===== src/rtl/calc_pkg.sv =====
// Shared definitions for the calculator front end: key codes and the
// keypad scanner state encoding.
package calc_pkg;

    localparam int KEY_W = 4;

    localparam logic [KEY_W-1:0] KEY_0   = 4'd0;
    localparam logic [KEY_W-1:0] KEY_1   = 4'd1;
    localparam logic [KEY_W-1:0] KEY_2   = 4'd2;
    localparam logic [KEY_W-1:0] KEY_3   = 4'd3;
    localparam logic [KEY_W-1:0] KEY_4   = 4'd4;
    localparam logic [KEY_W-1:0] KEY_5   = 4'd5;
    localparam logic [KEY_W-1:0] KEY_6   = 4'd6;
    localparam logic [KEY_W-1:0] KEY_7   = 4'd7;
    localparam logic [KEY_W-1:0] KEY_8   = 4'd8;
    localparam logic [KEY_W-1:0] KEY_9   = 4'd9;
    localparam logic [KEY_W-1:0] KEY_ADD = 4'd10;
    localparam logic [KEY_W-1:0] KEY_SUB = 4'd11;
    localparam logic [KEY_W-1:0] KEY_MUL = 4'd12;
    localparam logic [KEY_W-1:0] KEY_DIV = 4'd13;
    localparam logic [KEY_W-1:0] KEY_EQ  = 4'd14;
    localparam logic [KEY_W-1:0] KEY_CLR = 4'd15;

    typedef enum logic [1:0] {
        SCAN,
        PRESS_DB,
        HELD,
        RELEASE_DB
    } scan_state_t;

endpackage


===== src/rtl/keypad_debounce.sv =====
// Stable-level counter: reports when level has held the same value for N
// consecutive cycles since the last start.
module keypad_debounce #(
    parameter int N = 8
) (
    input  logic clk,
    input  logic reset,
    input  logic start,
    input  logic level,
    output logic stable_hi,
    output logic stable_lo
);

    localparam int W = $clog2(N) + 1;
    localparam logic [W-1:0] LIMIT = W'(N);

    logic [W-1:0] cnt;
    logic [W-1:0] run_len;
    logic         last;

    // run_len is the length of the current run including this cycle; it
    // saturates at N so the counter can never wrap.
    always_comb begin
        run_len = cnt + W'(1);
        if (cnt != '0 && level != last) begin
            run_len = W'(1);
        end else if (cnt == LIMIT) begin
            run_len = LIMIT;
        end
    end

    assign stable_hi = level && (run_len == LIMIT);
    assign stable_lo = !level && (run_len == LIMIT);

    always_ff @(posedge clk) begin
        if (reset || start) begin
            cnt  <= '0;
            last <= 1'b0;
        end else begin
            cnt  <= run_len;
            last <= level;
        end
    end

endmodule


===== src/rtl/keypad_scanner.sv =====
// Host-side 4x4 keypad scanner: rotates a one-hot column strobe, debounces
// press and release of the first key found and reports its code.
module keypad_scanner #(
    parameter int COLS            = 4,
    parameter int ROWS            = 4,
    parameter int SCAN_DIV        = 4,
    parameter int DEBOUNCE_CYCLES = 8
) (
    input  logic            clk,
    input  logic            reset,
    output logic [COLS-1:0] col,
    input  logic [ROWS-1:0] row,
    output logic [3:0]      key_code,
    output logic            key_valid,
    output logic            key_down
);

    import calc_pkg::*;

    localparam int RW = (ROWS > 1) ? $clog2(ROWS) : 1;
    localparam int CW = (COLS > 1) ? $clog2(COLS) : 1;
    localparam int SW = $clog2(SCAN_DIV) + 1;

    scan_state_t      state, state_d;
    logic [SW-1:0]    scan_cnt, scan_cnt_d;
    logic [COLS-1:0]  col_d, col_rot;
    logic [RW-1:0]    cand_row, cand_row_d;
    logic [KEY_W-1:0] cand_code, cand_code_d;
    logic [KEY_W-1:0] key_code_d;
    logic             key_valid_d, key_down_d;
    logic             dwell_done, row_hit, cand_level;
    logic             db_start, stable_hi, stable_lo;

    // Highest set row index wins, i.e. the lowest code in the column.
    function automatic logic [RW-1:0] top_row(input logic [ROWS-1:0] r);
        top_row = '0;
        for (int i = 0; i < ROWS; i++) begin
            if (r[i]) top_row = RW'(i);
        end
    endfunction

    function automatic logic [CW-1:0] col_index(input logic [COLS-1:0] c);
        col_index = '0;
        for (int i = 0; i < COLS; i++) begin
            if (c[i]) col_index = CW'(i);
        end
    endfunction

    function automatic logic [KEY_W-1:0] encode(input logic [RW-1:0] r,
                                                input logic [CW-1:0] c);
        encode = KEY_W'((ROWS - 1 - int'(r)) * COLS + int'(c));
    endfunction

    assign col_rot    = {col[COLS-2:0], col[COLS-1]};
    assign dwell_done = (scan_cnt == SW'(SCAN_DIV - 1));
    assign row_hit    = |row;
    assign cand_level = row[cand_row];

    keypad_debounce #(
        .N(DEBOUNCE_CYCLES)
    ) u_debounce (
        .clk       (clk),
        .reset     (reset),
        .start     (db_start),
        .level     (cand_level),
        .stable_hi (stable_hi),
        .stable_lo (stable_lo)
    );

    always_ff @(posedge clk) begin
        if (reset) begin
            state     <= SCAN;
            col       <= COLS'(1);
            scan_cnt  <= '0;
            cand_row  <= '0;
            cand_code <= '0;
            key_code  <= '0;
            key_valid <= 1'b0;
            key_down  <= 1'b0;
        end else begin
            state     <= state_d;
            col       <= col_d;
            scan_cnt  <= scan_cnt_d;
            cand_row  <= cand_row_d;
            cand_code <= cand_code_d;
            key_code  <= key_code_d;
            key_valid <= key_valid_d;
            key_down  <= key_down_d;
        end
    end

    always_comb begin
        state_d = state;
        case (state)
            SCAN: begin
                if (dwell_done && row_hit) state_d = PRESS_DB;
            end
            PRESS_DB: begin
                if (!cand_level)    state_d = SCAN;
                else if (stable_hi) state_d = HELD;
            end
            HELD: begin
                if (!cand_level) state_d = RELEASE_DB;
            end
            RELEASE_DB: begin
                if (cand_level)     state_d = HELD;
                else if (stable_lo) state_d = SCAN;
            end
            default: state_d = SCAN;
        endcase
    end

    // The column only moves while scanning, or when a press is abandoned
    // or a release completes; otherwise it stays on the candidate key.
    always_comb begin
        col_d       = col;
        scan_cnt_d  = scan_cnt;
        cand_row_d  = cand_row;
        cand_code_d = cand_code;
        key_code_d  = key_code;
        key_valid_d = 1'b0;
        key_down_d  = key_down;
        db_start    = 1'b0;
        case (state)
            SCAN: begin
                if (!dwell_done) begin
                    scan_cnt_d = scan_cnt + SW'(1);
                end else begin
                    scan_cnt_d = '0;
                    if (row_hit) begin
                        cand_row_d  = top_row(row);
                        cand_code_d = encode(top_row(row), col_index(col));
                        db_start    = 1'b1;
                    end else begin
                        col_d = col_rot;
                    end
                end
            end
            PRESS_DB: begin
                if (!cand_level) begin
                    col_d = col_rot;
                end else if (stable_hi) begin
                    key_valid_d = 1'b1;
                    key_code_d  = cand_code;
                    key_down_d  = 1'b1;
                end
            end
            HELD: begin
                if (!cand_level) db_start = 1'b1;
            end
            RELEASE_DB: begin
                if (!cand_level && stable_lo) begin
                    key_down_d = 1'b0;
                    col_d      = col_rot;
                end
            end
            default: col_d = COLS'(1);
        endcase
    end

endmodule


===== config.mk =====
export PLATFORM = sky130hd
export DESIGN_NAME = keypad_scanner
export DESIGN_NICKNAME = d
export VERILOG_FILES = /design/src/rtl/calc_pkg.sv /design/src/rtl/keypad_debounce.sv /design/src/rtl/keypad_scanner.sv
export SDC_FILE = /design/constraint.sdc
export NUM_CORES = 1
export LEC_CHECK = 0
export CORE_UTILIZATION = 57
export DETAILED_ROUTE_END_ITERATION = 12
export HOLD_SLACK_MARGIN = 0.12
export PLACE_DENSITY_LB_ADDON = 0.25
export SLEW_MARGIN = 20
export SYNTH_ARGS = -nofsm -noshare
export SYNTH_HDL_FRONTEND = slang
export SYNTH_HIERARCHICAL = 1
export SYNTH_SLANG_ARGS = --single-unit

===== constraint.sdc =====
create_clock -name clk -period 5 [get_ports clk]
set_input_delay 0.75 -clock clk [delete_from_list [all_inputs] [get_ports clk]]
set_output_delay 0.75 -clock clk [all_outputs]
set_load 0.03 [all_outputs]

# Yosys cells after proc, flatten, opt, wreduce, memory -nomap -nowiden
# Cells that the tools add are included.
# totals
wordCells,90
ff_bits,26
input_bits,6
# op_classes
n_lt_le_gt_ge,1
bitwise,2
reduce_logical,18
eq_ne,17
mux,38
add_sub_neg,4
# ops
op,count
2-to-1 mux 2 bit,16
2-to-1 mux 4 bit,6
"inequality test 2 bit, second input constant",7
case mux 4 bit (3 select lines),1
2-to-1 mux 1 bit,10
"== test 4 bit, second input constant",2
case mux 2 bit (4 select lines),1
AND reduction 4 bit,2
AND reduction 3 bit,2
logical AND 1 bit,5
AND reduction 5 bit,1
"adder 4 x 1 -> 4 bit, second input constant",1
adder 4 x 3 -> 4 bit,1
"== test 2 bit, second input constant",2
case mux 1 bit (2 select lines),2
nonzero test 4 bit,1
OR reduction 4 bit,1
"adder 3 x 1 -> 3 bit, second input constant",1
"== test 3 x 2 -> 1 bit, second input constant",1
"< comparator 2 x 3 -> 1 bit, second input constant",1
2-to-1 mux 3 bit,1
"inequality test 3 x 2 -> 1 bit, second input constant",1
"inequality test 3 bit, second input constant",1
nonzero test 3 bit,1
other kinds (11),12

# Logic depth before layout (Yosys ltp)
# Gate-level depths: netlist (run 1).
# logic_depth
word_depth,10
depth_mapped,9
mapped_depth_nobuf,9

# Cells and area by module
# Netlist (run 1), hierarchy kept.
# modules_own_cells
module,area_each_um2,cells_per_inst,instances,seq_area_each_um2
keypad_scanner,934.6,102,1,420.4
keypad_debounce,289.0,29,1,100.1

# Worst setup path before layout (run 1)
# OpenSTA, ideal clock, no wires.
# synth_path
path_kind,input-to-reg
startpoint,input port row[3]
endpoint,register col[1]
arrival_time_ps,2890
setup_slack_ps,1978
path_stages,9
path_cell_list,mux4_2 > buf_6 > xnor2_2 > nand4b_1 > a2111oi_2 > and2b_1 > o32a_2 > o21ai_0 > a21oi_1
# synth_via
elab_chain_len,10
elab_cells_between_ends,14
# synth_rtl
element,line,source
from (decl),keypad_scanner.sv:12,"input logic [ROWS-1:0] row,"
binary-select mux 1 bit (select 2 bit) *,keypad_scanner.sv:57,assign cand_level = row[cand_row];
2-to-1 mux 1 bit (not written as such) *,keypad_scanner.sv:57,
named net cand_level,keypad_scanner.sv:31,"logic dwell_done, row_hit, cand_level;"
inequality test 1 bit,keypad_debounce.sv:25,if (cnt != '0 && level != last) begin
logical AND 1 bit,keypad_debounce.sv:25,
2-to-1 mux 4 bit,keypad_debounce.sv:25,
== test 4 bit,keypad_debounce.sv:33,assign stable_lo = !level && (run_len == LIMIT);
logical AND 1 bit *,keypad_debounce.sv:33,
named net stable_lo,keypad_scanner.sv:32,"logic db_start, stable_hi, stable_lo;"
logical AND 1 bit *,keypad_scanner.sv:152,if (!cand_level && stable_lo) begin
inequality test 2 bit (no source line) *,-,
AND reduction 5 bit (no source line) *,-,
to (signal assigned),keypad_scanner.sv:82,col <= col_d;
to (decl),keypad_scanner.sv:11,"output logic [COLS-1:0] col,"
# Mark *: on every way through the listed nets, which the timed path passes. The rest lies on a longest branch. The select of a mux whose other input is x is not followed.
# A chain may end at the register's enable or synchronous reset.

# Worst setup path in the final report (run 1)
# layout_path
startpoint,input port row[3]
endpoint,register col[2]
# layout_via
elab_chain_len,10
elab_cells_between_ends,14
# layout_rtl
element,line
binary-select mux 1 bit (select 2 bit) *,keypad_scanner.sv:57
2-to-1 mux 1 bit (not written as such) *,keypad_scanner.sv:57
inequality test 1 bit,keypad_debounce.sv:25
logical AND 1 bit,keypad_debounce.sv:25
2-to-1 mux 4 bit,keypad_debounce.sv:25
== test 4 bit,keypad_debounce.sv:33
logical AND 1 bit *,keypad_debounce.sv:33
named net stable_lo,keypad_scanner.sv:32
logical AND 1 bit *,keypad_scanner.sv:152
inequality test 2 bit (no source line) *,-
AND reduction 5 bit (no source line) *,-
# Marked as above.

==> results.md, run 1 <==
Timing:
- The final setup violation count is 0.
- The worst slew slack as a fraction of its limit is 0.508.
- For the final database, setup skew stands at 0.00242 ns.
- For the pin with the worst max-slew slack, the measured transition is 0.735 ns.
- The portion of the clock cycle consumed by the worst path in the final layout is 0.677.
- Hold is met by 0.437 ns.
- The final hold violation count was 0.
- The final number of max-transition violations was 0.
- Setup repair after global routing left no endpoint under its margin.
- After routing, the total negative slack on setup checks comes to 0 ns.
- Timing would allow up to 295 MHz.
- For the finished layout, the period the worst path requires is 3.39 ns.

Drt:
- The number of DRC markers after the initial detailed-route iteration is 23.
- The total length of routed met3 wires is 79 um.
- After detailed routing, the wire length on met1 is 994 um.
- The average wire length per cell after detail routing is 12.9 um.
- For this run, the detailed router's first-pass iteration total came to 4.
- The routed length on met2 is 1120 um.
- The remaining antenna violation count after routing is 0.
- The final wirelength is 2230 um.
- The highest routing layer actually used is met4.
- The average via count per standard cell is 5.63.
- In the routed design, unresolved DRC markers number 0.
- The number of vias in the routed layout is 969.

Synthesis:
- The mean area per synthesized cell is 9.34 um2.
- Of all cell types, the one taking the most synthesized area is sky130_fd_sc_hd__dfxtp_1.
- The share of the synthesized area in the top cell type is 0.425.
- The post-synthesis sequential element count is 26.
- The library cell with the highest instance count after synthesis is sky130_fd_sc_hd__dfxtp_1.
- The number of nets in the synthesized netlist is 140.
- The post-synthesis cell type count is 40.
- In the post-synthesis netlist, the biggest area contributors are sky130_fd_sc_hd__dfxtp_1, sky130_fd_sc_hd__a21oi_1, sky130_fd_sc_hd__nor2_1.
- The combined area of all synthesized cells is 0.00122 mm2.
- In this run, synthesis inferred 0 flip-flops with an integrated enable.
- For this run, the number of Yosys warnings is 6.
- Among all flip-flop cells after synthesis, the most frequent one is sky130_fd_sc_hd__dfxtp_1.
- By count the netlist is led by sky130_fd_sc_hd__dfxtp_1, sky130_fd_sc_hd__nor2_1, sky130_fd_sc_hd__a21oi_1.
- The proportion of synthesized chip area in sequential cells is 0.425.
- After synthesis, the share of flip-flops with an asynchronous set or reset is 0.
- The synthesized instance count is 131.

GRT:
- The maximum number of pins on one net before global-route repair is 22.
- The total overflow reported by the global router is 0.
- The via count of the first global-routing pass is 895.
- The first global-routing pass estimated 3830 um of wire.
- The global-route total usage across every layer is 0.207.
- The number of antenna violations at the first check in global routing is 0.

Die:
- The core region is 0.00198 mm2.
- The overall die height is 48.3 um.
- The die covers 0.00234 mm2.
- The total number of placement rows is 16.
- The number of top-level pins is 16.
- The die width is 48.3 um.
- The initial utilization of the core area, before any placement, comes to 0.617.

Clocking:
- The TritonCTS buffer count is 3.
- The cell at the root of the clock tree is sky130_fd_sc_hd__clkbuf_4.
- After clock tree synthesis, the clock-pin slew on the worst setup and hold paths is 0.13 ns.
- After clock tree synthesis, the setup repair step added 0 buffers.
- The tree built by TritonCTS fans out to 26 sinks.
- CTS built an H-tree with a depth of 1.
- The number of buffers inserted for hold repair after clock tree synthesis is 0.
- In this run the deepest clock path goes through 2 buffers.
- The post-cts gate resize count is 0.
- The TritonCTS clock tree is done.
- The worst-skew pair later-pin latency is 0.32 ns.

Outcome:
- The flow ran to the end, and the final reports show no timing, DRC or antenna violations.

Cells and area:
- At the end of the flow, the number of nets in the layout was 155.
- The number of non-filler instances in the completed layout is 172.
- Compared with the post-synthesis result, the final layout area differs by 15.1%.
- Of the cells placed in the final design, the portion with a size suffix greater than 1 is 0.110.
- 0 antenna diodes ended up in the layout.
- The finished cells cover 0.00141 mm2.

Critical path:
- The type of origin of the critical path is an input port.
- STA puts the critical path data required time at 5.20 ns.
- The startpoint-to-endpoint class of the critical path is in -> reg.
- The largest fanout of any net on the critical path is 14.
- The type of element capturing the critical path is a register.
- Data arrives at the worst endpoint at 3.58 ns.

Pwr:
- The standby leakage power is 0.580 nW.
- The peak supply drop is 0.000247 V.
- The total power draw is 425 uW.
- In this run the power density over the cells is 302 mW/mm2.

Placement:
- Including well taps, the total number of placed cells is 168.
- The post-DP HPWL is 1710 um.
- Input and output buffers added on the ports amount to 15.
- At the end of routability-driven placement, the weighted congestion stood at 0.736.
- The placed standard-cell area is 0.00137 mm2.

Flow run:
- Across the run, the number of max-cap violations was 0.

Hold path:
- In this run the worst hold path is classified as reg -> reg.
-- state kept, by name, summed over array words and instances, names as in the netlist, named ones only --
name,count
u_debounce/last,1
state,1
key_down,1
cand_row,2
cand_code,4
scan_cnt,3
key_valid,1
u_debounce/cnt,4
key_code,4
col,4
-- worst max-delay path, cell delays in order --
cell	delay [ns]
sky130_fd_sc_hd__clkdlybuf4s50_1	0.44
sky130_fd_sc_hd__mux4_2	0.65
sky130_fd_sc_hd__xnor2_2	0.25
sky130_fd_sc_hd__nand4b_1	0.21
sky130_fd_sc_hd__a2111oi_2	0.38
sky130_fd_sc_hd__and2b_1	0.28
sky130_fd_sc_hd__o32a_2	0.37
sky130_fd_sc_hd__o21ai_0	0.16
sky130_fd_sc_hd__a21oi_1	0.08
-- layout by cell type, fill, tap and decap left out, types with 2 or more instances in the layout --
cell,n
sky130_fd_sc_hd__clkbuf_4,3
sky130_fd_sc_hd__o211a_1,2
sky130_fd_sc_hd__nand3_1,8
sky130_fd_sc_hd__a2111oi_2,2
sky130_fd_sc_hd__ha_1,3
sky130_fd_sc_hd__nor2b_1,2
sky130_fd_sc_hd__o21ai_0,7
sky130_fd_sc_hd__mux2i_1,4
sky130_fd_sc_hd__and2b_1,2
sky130_fd_sc_hd__dfxtp_1,26
sky130_fd_sc_hd__inv_1,7
sky130_fd_sc_hd__nor2_1,13
sky130_fd_sc_hd__a21oi_1,12
sky130_fd_sc_hd__and3_1,2
sky130_fd_sc_hd__nor3_1,5
sky130_fd_sc_hd__nand2_1,8
sky130_fd_sc_hd__a211o_1,2
sky130_fd_sc_hd__clkdlybuf4s50_1,15
-- per-stage QoR --
step / utilization / setup WS [ns]
finish: 0.711 / 1.61
global route: 0.711 / 1.44
CTS: 0.711 / 1.60
detailed placement: 0.693 / 1.25
global placement: 0.693 / 1.33
floorplan: - / 1.98
-- report_power, final --
part / switching [mW] / internal, mW
sequential: 0.0112 / 0.221
clock: 0.0607 / 0.0446
combinational: 0.0499 / 0.0374
-- final cells by class --
type | count | area (um2)
multi-input cells | 93 | 642
fillers | 142 | 573
flip-flops and latches | 26 | 520
repair buffers | 15 | 150
clock buffers | 4 | 36.3
well taps | 27 | 33.8
inverters | 7 | 26.3
-- logic make-up (layout without fill, tap and decap cells) --
group           count (synthesis)  count (layout)  synth area share
compound gates                 31              31             0.189
fa+ha+maj                       3               3            0.0307
mux                             6               6            0.0603
xor+xnor                        2               2            0.0205
simple gates                   51              51             0.224
flops                          26              26             0.425
buf+inv                        12              26            0.0501
-- metal layers --
metal,global-route usage,up-vias
met2,0.362,19
li1,-,498
met3,0.0503,4
met4,0.0686,0
met1,0.248,448
met5,0,-
-- final timing paths --
check	end	cells after the start	startpoint	slack (ns)
max	col[2]	9	row[3]	1.61
min	scan_cnt[2]	2	scan_cnt[2]	0.44
max reg2reg	col[2]	8	cand_row[0]	2.08
min reg2reg	scan_cnt[2]	2	scan_cnt[2]	0.44
(Power assumes the default switching activity.)
==> run 2, diff against run 1 <==
--- a/config.mk
+++ b/config.mk
@@ -5,7 +5,7 @@
 export SDC_FILE = /design/constraint.sdc
 export NUM_CORES = 1
 export LEC_CHECK = 0
-export CORE_UTILIZATION = 57
+export CORE_UTILIZATION = 53
 export DETAILED_ROUTE_END_ITERATION = 12
 export HOLD_SLACK_MARGIN = 0.12
 export PLACE_DENSITY_LB_ADDON = 0.25
==> constraint.sdc (replaced) <==
create_clock -name clk -period 3.3 [get_ports clk]
set_input_delay 0.495 -clock clk [delete_from_list [all_inputs] [get_ports clk]]
set_output_delay 0.495 -clock clk [all_outputs]
set_load 0.03 [all_outputs]
==> results.md, run 2 (synthesized netlist as in run 1, its figures left out) <==
Outcome:
- The flow ran to the end, and the final reports show no timing, DRC or antenna violations.

Timing:
- The post-route worst setup slack is 0.334 ns (-1.28 ns).
- Setup repair after global routing left no endpoint under its margin.
- The final number of max-transition violations is 0 (unchanged).
- The worst slew slack as a fraction of its limit is 0.501 (-0.00707).
- The final hold violation count was 0 (unchanged).
- The sum of negative setup slack was 0 ns (unchanged).
- Of the available clock period, the critical path in the final layout requires 0.899.
- For this run, the top clock speed supported by timing is 337 MHz.
- The final setup violation count is 0 (unchanged).
- Subtracting the final worst setup slack from the clock period gives 2.97 ns.
- The post-route clock skew is 0.00176 ns (-0.000660 ns).
- The transition time of the tightest slew-check pin is 0.746 ns (+0.0106 ns).

GRT:
- The wire length of the first global-routing pass is 4110 um (+7.2%).
- The global-route total usage across every layer came to 0.219 (+0.0119).
- The maximum number of pins on one net before global-route repair is 22 (unchanged).
- The via count of the first global-routing pass is 867 (-3.1%).
- The total overflow reported by the global router is 0 (unchanged).
- The number of antenna violations at the first check in global routing is 0 (unchanged).

Critical path:
- The largest fanout of any net on the critical path is 4 (-10).
- The worst reg2reg path depth was 8 (unchanged).
- The critical path ends at col[2].
- The data arrival time of the critical path was 3.16 ns (-0.42 ns).
- Tracing the worst setup path back leads to its startpoint at row[3].
- The launching point of the worst reg2reg path is cand_row[0].
- The reg-to-reg setup timing slack is 0.56 ns (-1.52 ns).
- The critical path is of the in -> reg type.
- The type of element capturing the critical path is a register.
- The type of origin of the critical path is an input port.
- The capturing point of the worst reg2reg path is col[2].
- The required time at the worst-slack endpoint is 3.49 ns (-1.71 ns).

Cells and area:
- The library cell used most frequently in the layout, excluding fill and tap cells, is sky130_fd_sc_hd__dfxtp_1.
- The number of filler cells placed in the layout is 191 (+35%).
- The final layout net count is 158 (+1.9%).
- The share of post-route cells with drive strength above 1 is 0.128 (+0.0180).
- From synthesis to final layout, the design area changed by 18.4%.
- The sequential standard cell area is 520 um2 (unchanged).
- The antenna cell count was 0 (unchanged).
- The area of combinational cells with multiple inputs is 642 um2 (unchanged).
- The top cell types in the final layout, fill and taps aside, are sky130_fd_sc_hd__dfxtp_1, sky130_fd_sc_hd__clkdlybuf4s50_1, sky130_fd_sc_hd__nor2_1, sky130_fd_sc_hd__a21oi_1.
- The post-route standard cell area excluding fillers is 0.00145 mm2 (+2.8%).
- The final standard cell utilization of the core came to 0.661 (-0.0495).

Clocking:
- The number of buffers inserted for hold repair after clock tree synthesis is 0 (unchanged).
- The cell at the root of the clock tree is sky130_fd_sc_hd__clkbuf_4.
- The worst-skew pair later-pin latency came to 0.32 ns (about the same).
- The CTS H-tree depth is 1 (unchanged).
- The TritonCTS sink count is 26 (unchanged).
- The maximum root-to-sink buffer count is 2 (unchanged).
- The TritonCTS clock tree is done.
- The post-cts gate resize count came to 0 (unchanged).
- The TritonCTS buffer count was 3 (unchanged).
- The clock-pin slew of the registers on the worst-case setup and hold paths is 0.14 ns (about the same).
- The setup fix buffers added after clock tree synthesis is 0 (unchanged).

Pwr:
- The standby leakage power is 0.601 nW (+3.7%).
- The power per unit of standard cell area came to 492 mW/mm2 (+63%).
- The peak supply drop is 0.000383 V (+55%).

Drt:
- The number of vias in the routed layout is 1009 (+4.1%).
- The average via count per standard cell is 5.73 (+1.8%).
- The number of detailed-route iterations in the first pass came to 4 (unchanged).
- The remaining antenna violation count after routing is 0 (unchanged).
- The number of DRC markers after the initial detailed-route iteration is 25 (+8.7%).
- The average wire length per cell after detail routing was 13.9 um (+7.6%).
- The number of remaining DRC errors came to 0 (unchanged).
- The final wirelength is 2450 um (+10%).

Die:
- The starting density of the core was 0.559 (-0.0589).
- The die width is 50.1 um (+3.5%).
- The area of the placeable core is 0.00219 mm2 (+11%).
- The area of the die is 0.00251 mm2 (+7.2%).
- The number of top-level pins is 16 (unchanged).
- The overall die height came to 50.1 um (+3.5%).
- The total number of placement rows is 17 (+1).

Placement:
- The last weighted congestion value of the routability-driven placer is 0.907 (+23%).
- The worst slack at placement is 0.000189 ns (-1.25 ns).
- The post-DP HPWL came to 1780 um (+4.1%).
- The port buffer count is 15 (unchanged).
- The placed standard-cell area is 0.00140 mm2 (+1.7%).

Hold path:
- The tightest min-delay check is of the reg -> reg type.

Flow run:
- The number of maximum-capacitance violations is 0 (unchanged).
## run 2: critical path, cell delays in order
cell and delay, ns:
sky130_fd_sc_hd__clkdlybuf4s50_1 0.45, sky130_fd_sc_hd__mux4_2 0.54, sky130_fd_sc_hd__xnor2_2 0.20, sky130_fd_sc_hd__nand4b_1 0.17, sky130_fd_sc_hd__a2111oi_2 0.40, sky130_fd_sc_hd__and2b_1 0.28, sky130_fd_sc_hd__o32a_2 0.36, sky130_fd_sc_hd__o21ai_0 0.17
sky130_fd_sc_hd__a21oi_1 0.09
## run 2: cell type report
class | instances | area share
multi-input cells | 93 | 0.443
inverters | 7 | 0.0181
clock inverters | 1 | 0.0207
well taps | 28 | 0.0242
repair buffers | 18 | 0.119
clock buffers | 3 | 0.0155
flip-flops and latches | 26 | 0.359
## run 2: per-layer routing
layer	global-route usage	part of all wire	vias up
li1	-	-	502
met1	0.292	0.47	483
met2	0.347	0.49	20
met3	0.0278	0.027	4
met4	0.100	0.018	0
met5	0	0	-
## run 2: power breakdown
part / switching, mW / internal (mW)
Combinational: 0.0813 / 0.0600
Sequential: 0.0175 / 0.335
Clock: 0.0951 / 0.123
## run 2: per-stage QoR
| stage | hold slack (ns) | std cells | power (mW) |
|---|---|---|---|
| 2_1_floorplan | 0.408 | 131 | 0.464 |
| 3_3_place_gp | 0.415 | 172 | 0.489 |
| 3_5_place_dp | 0.425 | 172 | 0.500 |
| 4_1_cts | 0.443 | 176 | 0.713 |
| 5_1_grt | 0.473 | 176 | 0.748 |
| 6_report | 0.441 | 176 | 0.712 |
## run 2: worst min path at each step
stage                start          end  slack (ns)  cells past startpoint
5_1_grt        scan_cnt[2]  scan_cnt[2]        0.47                      2
2_1_floorplan  scan_cnt[2]  scan_cnt[2]        0.41                      2
3_3_place_gp   scan_cnt[2]  scan_cnt[2]        0.42                      2
4_1_cts        scan_cnt[2]  scan_cnt[2]        0.44                      2
3_5_place_dp   scan_cnt[2]  scan_cnt[2]        0.42                      2
6_report       scan_cnt[2]  scan_cnt[2]        0.44                      2
==> run 3, diff against run 2 <==
--- a/config.mk
+++ b/config.mk
@@ -5,6 +5,7 @@
 export SDC_FILE = /design/constraint.sdc
 export NUM_CORES = 1
 export LEC_CHECK = 0
+export CORE_ASPECT_RATIO = 0.75
 export CORE_UTILIZATION = 53
 export DETAILED_ROUTE_END_ITERATION = 12
 export HOLD_SLACK_MARGIN = 0.12
==> results.md, run 3 (synthesized netlist as in run 1, its figures left out) <==
Timing:
- The final setup violation count is 0 (unchanged).
- The final number of max-transition violations was 0 (unchanged).
- The transition time of the tightest slew-check pin is 0.753 ns (+0.00790 ns).
- The post-route clock skew is 0.00198 ns (+0.000223 ns).
- The final critical-path required period came to 2.97 ns (-0.000939 ns).
- The final hold violation count is 0 (unchanged).
- The portion of the clock cycle consumed by the worst path in the final layout is 0.899 (about the same).
- Setup repair after global routing left no endpoint under its margin.
- The worst slew slack as a fraction of its limit came to 0.496 (-0.00528).
- The sum of negative setup slack came to 0 ns (unchanged).
- The maximum clock frequency came to 337 MHz (about the same).

Hold path:
- The number of instances on the worst hold path was 2 (unchanged).
- The beginning of the worst hold path is scan_cnt[2].
- The worst hold path terminates at scan_cnt[2].
- The class of the tightest hold or removal check is reg -> reg.

Critical path:
- The reg-to-reg setup timing slack was 0.58 ns (+0.02 ns).
- The worst setup path is launched from an input port.
- The data arrival time of the critical path is 3.15 ns (about the same).
- The largest fanout of any net on the critical path is 4 (unchanged).
- The type of element capturing the critical path is a register.
- The biggest cell delay along the critical path is 0.53 ns (about the same).
- The sum of buffers and inverters on the critical path came to 1 (unchanged).
- The cell type group with the largest total delay on the critical path is compound AO/OA/AOI/OAI gates.
- The launching point of the worst reg2reg path is cand_row[0].
- The required time at the worst-slack endpoint is 3.48 ns (about the same).
- The cell with the largest stage delay on the worst path is sky130_fd_sc_hd__mux4_2.
- The capturing point of the worst reg2reg path is col[2].
- The worst reg2reg path depth is 8 (unchanged).
- The critical path goes through clkdlybuf4s50_1, mux4_2, xnor2_2, nand4b_1, a2111oi_2, and2b_1, o32a_2, o21ai_0, a21oi_1.
- The startpoint-to-endpoint class of the critical path is in -> reg.

GRT:
- The global-route total usage across every layer is 0.216 (-0.00300).
- The total overflow reported by the global router was 0 (unchanged).
- The wire length of the first global-routing pass came to 4070 um (-0.83%).
- The number of antenna violations at the first check in global routing is 0 (unchanged).
- The via count of the first global-routing pass is 937 (+8.1%).
- The maximum number of pins on one net before global-route repair is 22 (unchanged).

Clocking:
- The cell at the root of the clock tree is sky130_fd_sc_hd__clkbuf_4.
- The worst-skew pair later-pin latency came to 0.31 ns (about the same).
- The number of buffers inserted for hold repair after clock tree synthesis is 0 (unchanged).
- The post-cts gate resize count is 0 (unchanged).
- The TritonCTS sink count came to 26 (unchanged).
- The maximum root-to-sink buffer count came to 2 (unchanged).
- TritonCTS built the clock tree.
- The setup fix buffers added after clock tree synthesis is 0 (unchanged).
- The clock-pin slew of the registers on the worst-case setup and hold paths is 0.13 ns (about the same).
- The CTS H-tree depth is 1 (unchanged).
- The TritonCTS buffer count came to 3 (unchanged).

Pwr:
- The power per unit of standard cell area came to 438 mW/mm2 (-11%).
- The peak supply drop is 0.000219 V (-43%).
- The standby leakage power came to 0.588 nW (-2.1%).

Drt:
- The remaining antenna violation count after routing is 0 (unchanged).
- The number of vias in the routed layout was 1006 (-0.30%).
- The number of DRC markers after the initial detailed-route iteration is 40 (+60%).
- The average wire length per cell after detail routing is 14.2 um (+1.9%).
- The number of detailed-route iterations in the first pass is 8 (+4).
- The final wirelength is 2430 um (-1.0%).
- The average via count per standard cell is 5.88 (+2.6%).
- The number of remaining DRC errors is 1 (+1).

Cells and area:
- The post-route standard cell area excluding fillers is 0.00141 mm2 (-2.4%).
- The number of filler cells placed in the layout came to 183 (-4.2%).
- Leaving out fill and tap cells, the most frequent cells in the layout are sky130_fd_sc_hd__dfxtp_1, sky130_fd_sc_hd__clkdlybuf4s50_1, sky130_fd_sc_hd__nor2_1, sky130_fd_sc_hd__a21oi_1.
- The final layout net count came to 158 (unchanged).
- The antenna cell count is 0 (unchanged).
- The most common library cell in the layout ignoring fill and taps is sky130_fd_sc_hd__dfxtp_1.
- The area added between synthesis and finish is 15.5%.
- The share of post-route cells with drive strength above 1 is 0.122 (-0.00593).

Die:
- The die width is 57.5 um (+15%).
- The area of the placeable core came to 0.00208 mm2 (-4.9%).
- The area of the die is 0.00251 mm2 (about the same).
- The total number of placement rows is 14 (-3).
- The overall die height is 43.6 um (-13%).
- The starting density of the core is 0.587 (+0.0285).
- The number of top-level pins is 16 (unchanged).

Placement:
- The port buffer count was 15 (unchanged).
- The post-DP HPWL is 1860 um (+4.5%).
- The last weighted congestion value of the routability-driven placer is 0.851 (-6.1%).
- The placed standard-cell area is 0.00139 mm2 (-0.36%).

Outcome:
- The run finished, with violations left.
- The final reports fail on DRC.

Flow run:
- The number of maximum-capacitance violations came to 0 (unchanged).
==> run 3: changes by cell type in the layout (fill, tap and decap cells not counted) <==
cell,before,now
sky130_fd_sc_hd__bufinv_16,1,0
==> run 3: per-stage QoR <==
step	total power, mW	utilization	hold WS (ns)	setup slack (ns)	cells
global placement	0.487	0.667	0.417	0.108	168
detailed placement	0.495	0.667	0.421	0.000482	168
global route	0.654	0.678	0.495	0.237	171
floorplan	0.464	-	0.408	0.533	131
CTS	0.622	0.678	0.439	0.347	171
finish	0.619	0.678	0.436	0.335	171
==> run 3: worst max-delay path by stage <==
stage               cells after the start   start     end
floorplan                               9  row[3]  col[1]
global placement                        9  row[3]  col[2]
detailed placement                     10  row[3]  col[1]
CTS                                     9  row[3]  col[2]
global route                            9  row[3]  col[1]
finish                                  9  row[3]  col[2]
==> run 3: cell type report <==
class	instances	area, um2	area share
Inverter	7	26.3	0.0186
Clock buffer	3	22.5	0.0159
Tap cell	24	30.0	0.0212
Timing Repair Buffer	18	173	0.122
Sequential cell	26	520	0.368
Multi-Input combinational cell	93	642	0.454
==> run 3: worst register-to-register path, delay by kind of cell (launching register included) <==
kind	cells	cell delay, ns
AOI/OAI and AO/OA	4	0.99
xor gates and xnor gates	1	0.21
DFF	1	0.38
muxes	1	0.55
and+or+nand+nor	2	0.46
==> run 3: routing by layer <==
layer | GRT usage | share of wire
met1 | 0.247 | 0.43
met2 | 0.388 | 0.48
met3 | 0.0716 | 0.072
met4 | 0.0585 | 0.017
met5 | 0 | 0
==> run 3: power by group <==
| part | internal [mW] | switching, mW |
|---|---|---|
| combinational | 0.0591 | 0.0776 |
| clock | 0.0427 | 0.0871 |
| sequential | 0.335 | 0.0170 |
==> RTL change 1, RTL diff (settings of run 2) <==
Set the parameter `ROWS` to 8 (it was 4).
--- a/src/rtl/keypad_scanner.sv
+++ b/src/rtl/keypad_scanner.sv
@@ -3,5 +3,5 @@
 module keypad_scanner #(
     parameter int COLS            = 4,
-    parameter int ROWS            = 4,
+    parameter int ROWS            = 8,
     parameter int SCAN_DIV        = 4,
     parameter int DEBOUNCE_CYCLES = 8
Ports: changed (resized row); port bits go from 16 to 20. No check against the original RTL was run, so the function may have changed too.
==> RTL change 1 against run 2 <==
  * Wire length up 5.5%
  * Sequential cell count rose by 1
  * Sequential power grew 9.3%
  * Area after synthesis is 5.4% higher
  * Critical path depth up 1
  * Non-clock buffer count up 12
  * Total power rose by 7.6%
  * Clock skew up 0.00052 ns
  * Setup slack worse by 0.19 ns
  * Maximum frequency shrank 6.0%
  * Combinational power increased by 63%
  * Count of clock-buffer cells in the layout unchanged
  * Design area increased by 12%
  * Critical path type unchanged
  * Highest routed layer unchanged
==> RTL change 1: results (changes against run 2) <==
GRT Util Overall: 22.6% (+0.73 points)
Syn nets: 149 (+6.4%)
Detail Placement HPWL: 1980 µm (+11%)
Post-synthesis adder-cell area fraction: 2.91% (-0.16 points)
Dpl cell area: 0.00158 mm² (+13%)
DRT iter0 DRCs: 22 (-12%)
Layout Skew: 0.00228 ns (+0.000521 ns)
Max VDD drop: 0.314 mV (-18%)
Synth Area in Compound Gates: 14.5% (-4.5 points)
R2R setup slack: 0.27 ns (-0.29 ns)
Fillers: 173 (-9.4%)
Clock group: 0.000150 W (-31%)
Worst min path class: flop to flop
Leak: 0.595 nW (-1.0%)
Rel. slew slack: 46.3% (-3.9 points)
Nets: 180 (+14%)
CP Launch Point: row[6]
Pre-antenna DRT Iters: 4 (unchanged)
Synth cell count leaders: dfxtp_1, nor2_1, a21oi_1, nor3_1, mux2i_1
Post-CTS setup buffer count: 0 (unchanged)
FF-to-FF path depth: 9 (+1)
Root Buffer: clkbuf_4
Outcome: completed
Power Sequential: 0.000386 W (+9.3%)
First-pass GRT wire length: 4330 µm (+5.6%)
Reg2reg end: col[1]$_SDFFE_PP0P_
GP Congestion: 0.844 (-6.9%)
Slowest CP cell: mux4_1
Worst EP arrival: 3.37 ns (+0.21 ns)
Synth cell types: 44 (+10%)
CP peak stage delay: 0.51 ns (-0.03 ns)
Post-synthesis xor/xnor area fraction: 1.94% (-0.11 points)
Worst setup path endpoint: col[1]$_SDFFE_PP0P_
Vias in the first global route: 1033 (+19%)
Fraction of synthesized area in multiplexers: 11.5% (+5.5 points)
Pre-CTS setup slack: -0.232 ns (-0.232 ns)
Port bufs: 19 (+4)
DR WL/cell: 13.3 µm (-4.3%)
Largest net degree at the start of global routing: 24 (+9.1%)
Seq/Total Area, Yosys: 41.9% (-0.63 points)
Layout cells sized above 1: 16.3% (+3.4 points)
Min Clock Period, post-route: 3.16 ns (+0.189 ns)
Drt via density: 5.61 (-2.2%)
Synth top area cells: dfxtp_1, nor2_1, mux2i_1
Largest fanout on the critical path: 5 (+1)
Switching power share of the total: 32.6% (+5.4 points)
[RTL change 1: changes by cell type after synthesis, sizes merged, moves of 4 or more]
cell / change
o21ai: -6
nor3: +4
nor2: +9
nand3: -6
[RTL change 1: worst min path at each step]
stage,depth (start not counted),end,from
finish,2,scan_cnt[2]$_SDFFE_PP0N_,scan_cnt[2]$_SDFFE_PP0N_
global route,2,scan_cnt[2]$_SDFFE_PP0N_,scan_cnt[2]$_SDFFE_PP0N_
CTS,2,scan_cnt[2]$_SDFFE_PP0N_,scan_cnt[2]$_SDFFE_PP0N_
detailed placement,2,scan_cnt[2]$_SDFFE_PP0N_,scan_cnt[2]$_SDFFE_PP0N_
global placement,2,scan_cnt[2]$_SDFFE_PP0N_,scan_cnt[2]$_SDFFE_PP0N_
floorplan,2,scan_cnt[2]$_SDFFE_PP0N_,scan_cnt[2]$_SDFFE_PP0N_
[RTL change 1: per-layer routing]
layer | track usage, % | vias to the layer above | share of wire (%)
met5 | 0 | - | 0
met4 | 12.6 | 0 | 1.2
met3 | 2.68 | 4 | 3.1
met2 | 41.4 | 20 | 52
met1 | 24.9 | 513 | 43
li1 | - | 551 | -
[RTL change 1: cell families (layout without fill, tap and decap cells)]
| logic type | count (synthesis) | after routing |
|---|---|---|
| AO/OA/AOI/OAI | 24 | 24 |
| buffers and inverters | 10 | 40 |
| adder cells (fa/ha/maj) | 3 | 3 |
| flip-flops | 27 | 27 |
| AND/OR/NAND/NOR | 59 | 59 |
| XOR/XNOR | 2 | 2 |
| multiplexers | 11 | 11 |
[RTL change 1: final cells by class]
class | count | area, µm² | share of cell area (%)
clock inverters | 1 | 7.51 | 0.464
multi-input cells | 99 | 717 | 44.3
clock buffers | 3 | 22.5 | 1.39
inverters | 6 | 22.5 | 1.39
well taps | 28 | 35.0 | 2.17
flip-flops and latches | 27 | 541 | 33.4
repair buffers | 30 | 273 | 16.9
[RTL change 1: through the flow]
| step | utilization (%) | hold slack (ns) | cells | power, W | TNS, ns |
|---|---|---|---|---|---|
| 6_report | 71.8 | 0.470 | 194 | 0.000766 | 0 |
| 5_1_grt | 71.8 | 0.498 | 194 | 0.000816 | 0 |
| 4_1_cts | 71.2 | 0.478 | 194 | 0.000769 | 0 |
| 3_5_place_dp | 69.9 | 0.457 | 190 | 0.000618 | -1.29 |
| 3_3_place_gp | 69.9 | 0.440 | 190 | 0.000604 | -0.594 |
| 2_1_floorplan | - | 0.426 | 136 | 0.000545 | 0 |
[RTL change 1: critical path: cells and delay by family]
family	cells	cell delay (ns)
AOI/OAI and AO/OA	3	0.80
and+or+nand+nor	2	0.31
xor gates and xnor gates	1	0.21
buffers and inverters	1	0.45
muxes	3	1.10
==> RTL change 2, RTL diff (flow settings as in run 2) <==
Without the edit above. Reset style: asynchronous (`reset`), changed in one clocked block.
--- a/src/rtl/keypad_scanner.sv
+++ b/src/rtl/keypad_scanner.sv
@@ -68,5 +68,5 @@
     );
 
-    always_ff @(posedge clk) begin
+    always_ff @(posedge clk or posedge reset) begin
         if (reset) begin
             state     <= SCAN;
Function: differs if reset is asserted again (counterexample within 10 cycles, from zero or initial values and one cycle with reset high); with reset held inactive, the same outputs for 10 cycles.
==> RTL change 2 against run 2 <==
  * Area after synthesis rose by 3.5%
  * Register-to-register slack better by 0.09 ns
  * Wire length decreased by 4.7%
  * Final cell count decreased by 8.0%
  * Via count down 9.4%
  * Setup slack improved by 0.097 ns
  * Sequential share of layout area is 5.7 points higher
  * Sequential cell count is the same
  * Design area up 4.0%
  * Critical path type unchanged
Power is not compared: it rests on default switching activity, and its combinational part moved more than twofold at a synthesized area within 25%.
==> RTL change 2: results (changes against run 2) <==
Layout Skew: 0.00228 ns (+0.000527 ns)
Vias in the first global route: 929 (+7.2%)
Worst Hold Path EP: scan_cnt[1]$_DFFE_PP0N_
CP peak stage delay: 0.52 ns (-0.02 ns)
Met1 usage: 25.6% (-3.6 points)
Syn nets: 123 (-12%)
M3 GR Usage: 3.57% (+0.79 points)
Seq/Total Area, Yosys: 49.5% (+7.0 points)
Drt via density: 5.64 (-1.6%)
Largest fanout on the critical path: 6 (+2)
Synth cell types: 37 (-7.5%)
Outcome: completed
Async S/R FF share, synth: 80.8% (+81 points)
Nets: 144 (-8.9%)
Launch point of the worst hold path: scan_cnt[1]$_DFFE_PP0N_
Worst EP arrival: 3.08 ns (-0.08 ns)
Detail Placement HPWL: 1770 µm (-0.95%)
GP Congestion: 0.814 (-10%)
FF-to-FF path depth: 6 (-2)
CP top delay family: multiplexers
Dpl cell area: 0.00147 mm² (+5.3%)
First-pass GRT wire length: 3970 µm (-3.4%)
Worst Hold Slack: 0.504 ns (+0.0632 ns)
Reg2reg end: key_code[0]$_DFFE_PP0P_
Post-CTS setup buffer count: 0 (unchanged)
Met2 Use GR: 37.6% (+2.9 points)
-- RTL change 2: metal layers --
metal | vias to the layer above | part of all wire, %
met2 | 10 | 51
met3 | 0 | 1.8
met5 | - | 0
met4 | 0 | 0
li1 | 446 | -
met1 | 458 | 47
-- RTL change 2: final cells by class --
type / count / area [µm²] / share of cell area (%)
Clock buffer: 4 / 36.3 / 2.41
Inverter: 8 / 30.0 / 1.99
Multi-Input combinational cell: 77 / 598 / 39.7
Sequential cell: 26 / 627 / 41.6
Tap cell: 28 / 35.0 / 2.33
Timing Repair Buffer: 19 / 180 / 12.0
-- RTL change 2: worst reg2reg max path: cells and delay by family, from the launching register on --
kind	cells	cell delay, ns
multiplexers	2	0.95
XOR/XNOR	1	0.21
AO/OA/AOI/OAI	1	0.40
AND/OR/NAND/NOR	2	0.60
flip-flops	1	0.40
-- RTL change 2: power breakdown --
| group | switching, W | internal [W] |
|---|---|---|
| sequential | 0.0000553 | 0.000389 |
| clock | 0.0000901 | 0.0000673 |
| combinational | 0.000191 | 0.000168 |
-- RTL change 2: cells by family after synthesis --
logic type | count (synthesis) | share of synthesized area [%]
AND/OR/NAND/NOR | 37 | 17.1
flip-flops | 26 | 49.5
AO/OA/AOI/OAI | 23 | 13.6
multiplexers | 12 | 11.6
buffers and inverters | 11 | 3.26
adder cells (fa/ha/maj) | 3 | 2.96
XOR/XNOR | 2 | 1.98
-- RTL change 2: metrics by stage --
step           setup WS [ns]  util (%)  cells
5_1_grt                0.260      67.5    162
4_1_cts                0.426      67.5    162
6_report               0.430      67.5    162
3_5_place_dp          0.0868      65.8    158
2_1_floorplan          0.603         -    114
3_3_place_gp           0.151      65.8    158
-- RTL change 2: how the worst max path moves through the flow --
| stage | slack, ns | start | cells past startpoint | to |
|---|---|---|---|---|
| 4_1_cts | 0.43 | row[3] | 7 | key_code[0]$_DFFE_PP0P_ |
| 3_3_place_gp | 0.15 | row[1] | 7 | key_code[1]$_DFFE_PP0P_ |
| 5_1_grt | 0.26 | row[1] | 7 | key_code[0]$_DFFE_PP0P_ |
| 3_5_place_dp | 0.09 | row[3] | 7 | key_code[0]$_DFFE_PP0P_ |
| 2_1_floorplan | 0.60 | row[3] | 7 | col[3]$_DFFE_PP0P_ |
| 6_report | 0.43 | row[1] | 7 | key_code[0]$_DFFE_PP0P_ |
